**src/rtl/enc_chk_pkg.sv**
```systemverilog
// Shared constants, types and helpers for the 8b/10b encoder-output stream checker.
package enc_chk_pkg;

   typedef enum logic {
      RD_NEG = 1'b0,
      RD_POS = 1'b1
   } rd_t;

   localparam logic [9:0] K28_1_RDN = 10'b0011111001;
   localparam logic [9:0] K28_5_RDN = 10'b0011111010;
   localparam logic [9:0] K28_7_RDN = 10'b0011111000;
   localparam logic [9:0] K28_1_RDP = ~K28_1_RDN;
   localparam logic [9:0] K28_5_RDP = ~K28_5_RDN;
   localparam logic [9:0] K28_7_RDP = ~K28_7_RDN;

   function automatic logic [3:0] sym_ones(input logic [9:0] sym);
      logic [3:0] n;
      n = '0;
      for (int i = 0; i < 10; i++) begin
         n = n + {3'b000, sym[i]};
      end
      return n;
   endfunction

   // Symbol disparity: ones minus zeros, -10..+10.
   function automatic logic signed [5:0] sym_disp(input logic [9:0] sym);
      return $signed({1'b0, sym_ones(sym), 1'b0}) - 6'sd10;
   endfunction

   function automatic logic is_comma(input logic [9:0] sym);
      return (sym == K28_1_RDN) || (sym == K28_5_RDN) || (sym == K28_7_RDN) ||
             (sym == K28_1_RDP) || (sym == K28_5_RDP) || (sym == K28_7_RDP);
   endfunction

endpackage

```
**src/rtl/enc_chk_lane.sv**
```systemverilog
// One lane of the stream checker: running disparity, trailing-run tracker, sticky flags.
// Saturating error counter is present only when ENC_CHK_CNT_EN is defined.
module enc_chk_lane
   import enc_chk_pkg::*;
#(
   parameter int RUN_MAX = 4,
   parameter int CNT_W   = 16
) (
   input  logic             clk_i,
   input  logic             rst_n_i,
   input  logic             valid_i,
   input  logic             clear_i,
   input  logic [9:0]       sym_i,
   input  logic             k_i,
   output logic             err_run_o,
   output logic             err_disp_o,
   output logic             err_sym_o,
   output logic             rd_pos_o,
   output logic [CNT_W-1:0] err_count_o
);

   localparam int LEN_W = $clog2(RUN_MAX + 2);
   localparam logic [LEN_W-1:0] LEN_ONE = LEN_W'(1);
   localparam logic [LEN_W-1:0] LEN_MAX = LEN_W'(RUN_MAX);
   localparam logic [LEN_W-1:0] LEN_CAP = LEN_W'(RUN_MAX + 1);

   rd_t              rd_q, rd_d;
   logic             run_val_q, run_val_d;
   logic [LEN_W-1:0] run_len_q, run_len_d;
   logic             err_run_q, err_run_d;
   logic             err_disp_q, err_disp_d;
   logic             err_sym_q, err_sym_d;

   logic signed [5:0] disp;
   logic              run_hit;
   logic              run_bad;
   logic              disp_bad;
   logic              sym_bad;

   always_comb begin
      disp      = sym_disp(sym_i);
      rd_d      = rd_q;
      run_val_d = run_val_q;
      run_len_d = run_len_q;
      run_hit   = 1'b0;
      sym_bad   = 1'b0;
      disp_bad  = 1'b0;
      run_bad   = 1'b0;

      if (valid_i) begin
         sym_bad  = !((disp == -6'sd2) || (disp == 6'sd0) || (disp == 6'sd2));
         disp_bad = ((disp == 6'sd2) && (rd_q == RD_POS)) ||
                    ((disp == -6'sd2) && (rd_q == RD_NEG));

         // RD follows every symbol, including bad ones, so the checker resyncs.
         if (disp > 6'sd0) begin
            rd_d = RD_POS;
         end else if (disp < 6'sd0) begin
            rd_d = RD_NEG;
         end

         for (int i = 9; i >= 0; i--) begin
            if ((run_len_d != '0) && (sym_i[i] == run_val_d)) begin
               if (run_len_d != LEN_CAP) begin
                  run_len_d = run_len_d + LEN_ONE;
               end
            end else begin
               run_val_d = sym_i[i];
               run_len_d = LEN_ONE;
            end
            if (run_len_d > LEN_MAX) begin
               run_hit = 1'b1;
            end
         end
         run_bad = run_hit && !(k_i && is_comma(sym_i));
      end

      err_run_d  = clear_i ? 1'b0 : err_run_q;
      err_disp_d = clear_i ? 1'b0 : err_disp_q;
      err_sym_d  = clear_i ? 1'b0 : err_sym_q;
      if (run_bad)  err_run_d  = 1'b1;
      if (disp_bad) err_disp_d = 1'b1;
      if (sym_bad)  err_sym_d  = 1'b1;
   end

   always_ff @(posedge clk_i or negedge rst_n_i) begin
      if (!rst_n_i) begin
         rd_q       <= RD_NEG;
         run_val_q  <= 1'b0;
         run_len_q  <= '0;
         err_run_q  <= 1'b0;
         err_disp_q <= 1'b0;
         err_sym_q  <= 1'b0;
      end else begin
         rd_q       <= rd_d;
         run_val_q  <= run_val_d;
         run_len_q  <= run_len_d;
         err_run_q  <= err_run_d;
         err_disp_q <= err_disp_d;
         err_sym_q  <= err_sym_d;
      end
   end

   assign err_run_o  = err_run_q;
   assign err_disp_o = err_disp_q;
   assign err_sym_o  = err_sym_q;
   assign rd_pos_o   = (rd_q == RD_POS);

`ifdef ENC_CHK_CNT_EN
   localparam logic [CNT_W-1:0] CNT_ONE = CNT_W'(1);

   logic             any_err;
   logic [CNT_W-1:0] cnt_q, cnt_d;

   // One increment per bad symbol regardless of how many error types it hit.
   assign any_err = run_bad || disp_bad || sym_bad;

   always_comb begin
      cnt_d = clear_i ? '0 : cnt_q;
      if (any_err && (cnt_d != '1)) begin
         cnt_d = cnt_d + CNT_ONE;
      end
   end

   always_ff @(posedge clk_i or negedge rst_n_i) begin
      if (!rst_n_i) begin
         cnt_q <= '0;
      end else begin
         cnt_q <= cnt_d;
      end
   end

   assign err_count_o = cnt_q;
`else
   assign err_count_o = '0;
`endif

endmodule

```
**config.mk**
```make
export PLATFORM = sky130hd
export DESIGN_NAME = enc_chk_lane
export DESIGN_NICKNAME = d
export VERILOG_FILES = /design/src/rtl/enc_chk_pkg.sv /design/src/rtl/enc_chk_lane.sv
export SDC_FILE = /design/constraint.sdc
export NUM_CORES = 1
export LEC_CHECK = 0
export ABC_CLOCK_PERIOD_IN_PS = 16200
export CORE_UTILIZATION = 61
export CTS_CLUSTER_SIZE = 10
export DETAILED_ROUTE_END_ITERATION = 16
export PLACE_DENSITY = 0.86
export SYNTH_ARGS = -nofsm -noshare
export SYNTH_HDL_FRONTEND = slang
export SYNTH_SLANG_ARGS = --single-unit
```
**constraint.sdc**
```tcl
create_clock -name clk_i -period 16.2 [get_ports clk_i]
set_input_delay 1.62 -clock clk_i [delete_from_list [all_inputs] [get_ports clk_i]]
set_output_delay 1.62 -clock clk_i [all_outputs]
set_load 0.02 [all_outputs]
```
==> run_results.csv <==
group,metric,value,unit
flow_run,drv_cap,0,
clock_network,cts_made_buffers,3,
placement,portBuffers,18,
floorplanning,die_w,71.8,µm
clock_network,cts_buffer_depth,2,
sta,setup_violations,0,
floorplanning,die_h,71.8,µm
clock_network,htreeDepth,1,
yosys,synthArstFlopShare,1.00,
sta,relSlewSlack,0.459,
clock_network,clk_pin_slew_worst_paths,0.04,ns
run_status,outcome,"finished clean",
grt,grt_remaining_overflow,0,
drt,vias,2796,
floorplanning,row_count,25,
sta,rsz0062_at_grt,"no",
placement,dpl_cell_area,0.00310,mm²
critical_path,cp_max_fo,10,
yosys,synth_cell_types,88,
yosys,netlist_area,0.00297,mm²
clock_network,clk_latency,0.22,ns
yosys,synthCells,369,
cells_and_area,layout-drive-gt1-share,0.120,
sta,tightest_slew,0.805,ns
clock_network,cts_tree,"done",
cells_and_area,diodes,0,
critical_path,cp_common_cell,"ha_1",
drt,routedWlPerCell,15.5,µm
yosys,ys_ff_latch,8,
critical_path,cp.arrival,12.67,ns
sta,clock_skew,0.00297,ns
sta,timing.hold.ws,0.477,ns
clock_network,cts_setup_buffers,0,
yosys,ys.flop_type,"dfrtp_1",
grt,antenna_found_initial,0,
critical_path,path_class,"in -> reg",
placement,dp_hpwl,5.51,mm
drt,route.detailed.drc,0,
worst_hold_path,hold_class,"reg -> reg",
drt,wirelength,6.75,mm
drt,dr.pass1.iters,4,
yosys,yosysSeqAreaShare,0.0674,
critical_path,critPathRequiredTime,16.30,ns
cells_and_area,final_cell_mix,"38 x inv_1, 34 x ha_1, 24 x a21oi_1",
placement,gp_congestion,0.905,
clock_network,ctsResizeCount,0,
sta,finalCriticalPeriod,12.57,ns
sta,timing.final.crit_share,0.776,
floorplanning,design.core.area,0.00469,mm²
yosys,yosys_warnings,0,
floorplanning,start_util,0.633,
worst_hold_path,hold_depth,2,
sta,fmax,79.5,MHz
yosys,syn_avg_cell_area,8.05,µm²
drt,drt-initial-drc-count,266,
drt,final_antenna_net_count,0,
yosys,synth_edf_count,0,
clock_network,cts.sinks,8,
grt,grtUsageTotal,0.272,
clock_network,holdBufCountCts,0,
sta,fin_tns_setup,0,ns
sta,fin_ws,3.63,ns
cells_and_area,layout.nets,439,
sta,finalHoldViolations,0,
placement,dp_slack,3.57,ns
grt,grt_start_max_net_pins,18,
sta,report.final.slew_viol_count,0,
critical_path,cp_num_cells,49,
critical_path,path_delay_family,"compound AO/OA/AOI/OAI gates",
critical_path,path_buf_inv,6,
critical_path,start_kind,"input port",
floorplanning,num_io_pins,35,
cells_and_area,mostFrequentLayoutCell,"inv_1",
grt,grt_pass1_vias,2640,
cells_and_area,finalInstanceArea,0.00314,mm²
grt,grt_pass1_wl,11.7,mm
cells_and_area,area_growth,5.64,%
drt,vias_per_cell,6.41,
clock_network,ctsRootBufferMaster,"clkbuf_8",
critical_path,reg2regPathDepth,52,
floorplanning,dieArea,0.00515,mm²
critical_path,worst_path_max_delay_cell,"clkdlybuf4s50_1",
critical_path,max_stage_delay,0.65,ns
critical_path,worst_setup_path_end_kind,"register",
## final timing paths
| path | slack [ns] | to | from |
|---|---|---|---|
| worst min register to register | 0.48 | err_disp_o | err_disp_o |
| worst max register to register | 4.74 | err_run_o | run_len_q[0] |
| max in group asynchronous | 14.26 | err_run_o | rst_n_i |
| worst min-delay path | 0.48 | err_disp_o | err_disp_o |
| worst max-delay path | 3.63 | err_run_o | sym_i[9] |
| min in group asynchronous | 1.68 | err_disp_o | rst_n_i |
## routing by layer
metal	vias up	global-route usage	wire, µm
met5	-	0	0
met3	8	0.0113	254
met4	0	0.0523	63
li1	1367	-	-
met2	84	0.495	3380
met1	1337	0.360	3050
## final cells by class
cell class,count,area [µm²]
well taps,54,67.6
clock buffers,3,41.3
inverters,41,154
flip-flops and latches,8,200
multi-input cells,312,2490
fillers,403,1550
repair buffers,18,180
## cell usage after synthesis, types with 6 or more instances
cell / n / share of area
a21oi_1: 24 / 0.040
buf_4: 16 / 0.040
inv_1: 38 / 0.048
nand3_1: 9 / 0.015
nor2_1: 23 / 0.029
o21ai_0: 13 / 0.022
nand2_1: 20 / 0.025
ha_1: 34 / 0.14
dfrtp_1: 8 / 0.067
nor2b_1: 7 / 0.015
fa_1: 6 / 0.040
nor3_1: 10 / 0.017
nand2b_1: 7 / 0.015
xnor2_1: 7 / 0.021
xor2_1: 9 / 0.027
## stage by stage
| stage | instances | util |
|---|---|---|
| 2_1_floorplan | 384 | - |
| 3_5_place_dp | 433 | 0.660 |
| 3_3_place_gp | 433 | 0.660 |
| 5_1_grt | 436 | 0.669 |
| 4_1_cts | 436 | 0.669 |
| 6_report | 436 | 0.669 |
## logic make-up after synthesis
logic type | count (synthesis) | synth area share
AND/OR/NAND/NOR | 122 | 0.243
AO/OA/AOI/OAI | 111 | 0.316
buffers and inverters | 64 | 0.112
adder cells (fa/ha/maj) | 40 | 0.184
XOR/XNOR | 17 | 0.0527
flip-flops | 8 | 0.0674
multiplexers | 6 | 0.0244
other | 1 | 0.00126
## sequential cells by signal (all words and copies together), names as in the netlist
signal,count
err_disp_o,1
err_run_o,1
err_sym_o,1
rd_pos_o,1
run_len_q,3
run_val_q,1
## worst min-delay path, stage by stage (launching register included)
cell	delay [ns]
dfrtp_1	0.34
nand2_1	0.05
o41ai_1	0.05
Power is not shown: default switching activity piles up to over one toggle a cycle in this logic, so the estimate is an artifact.
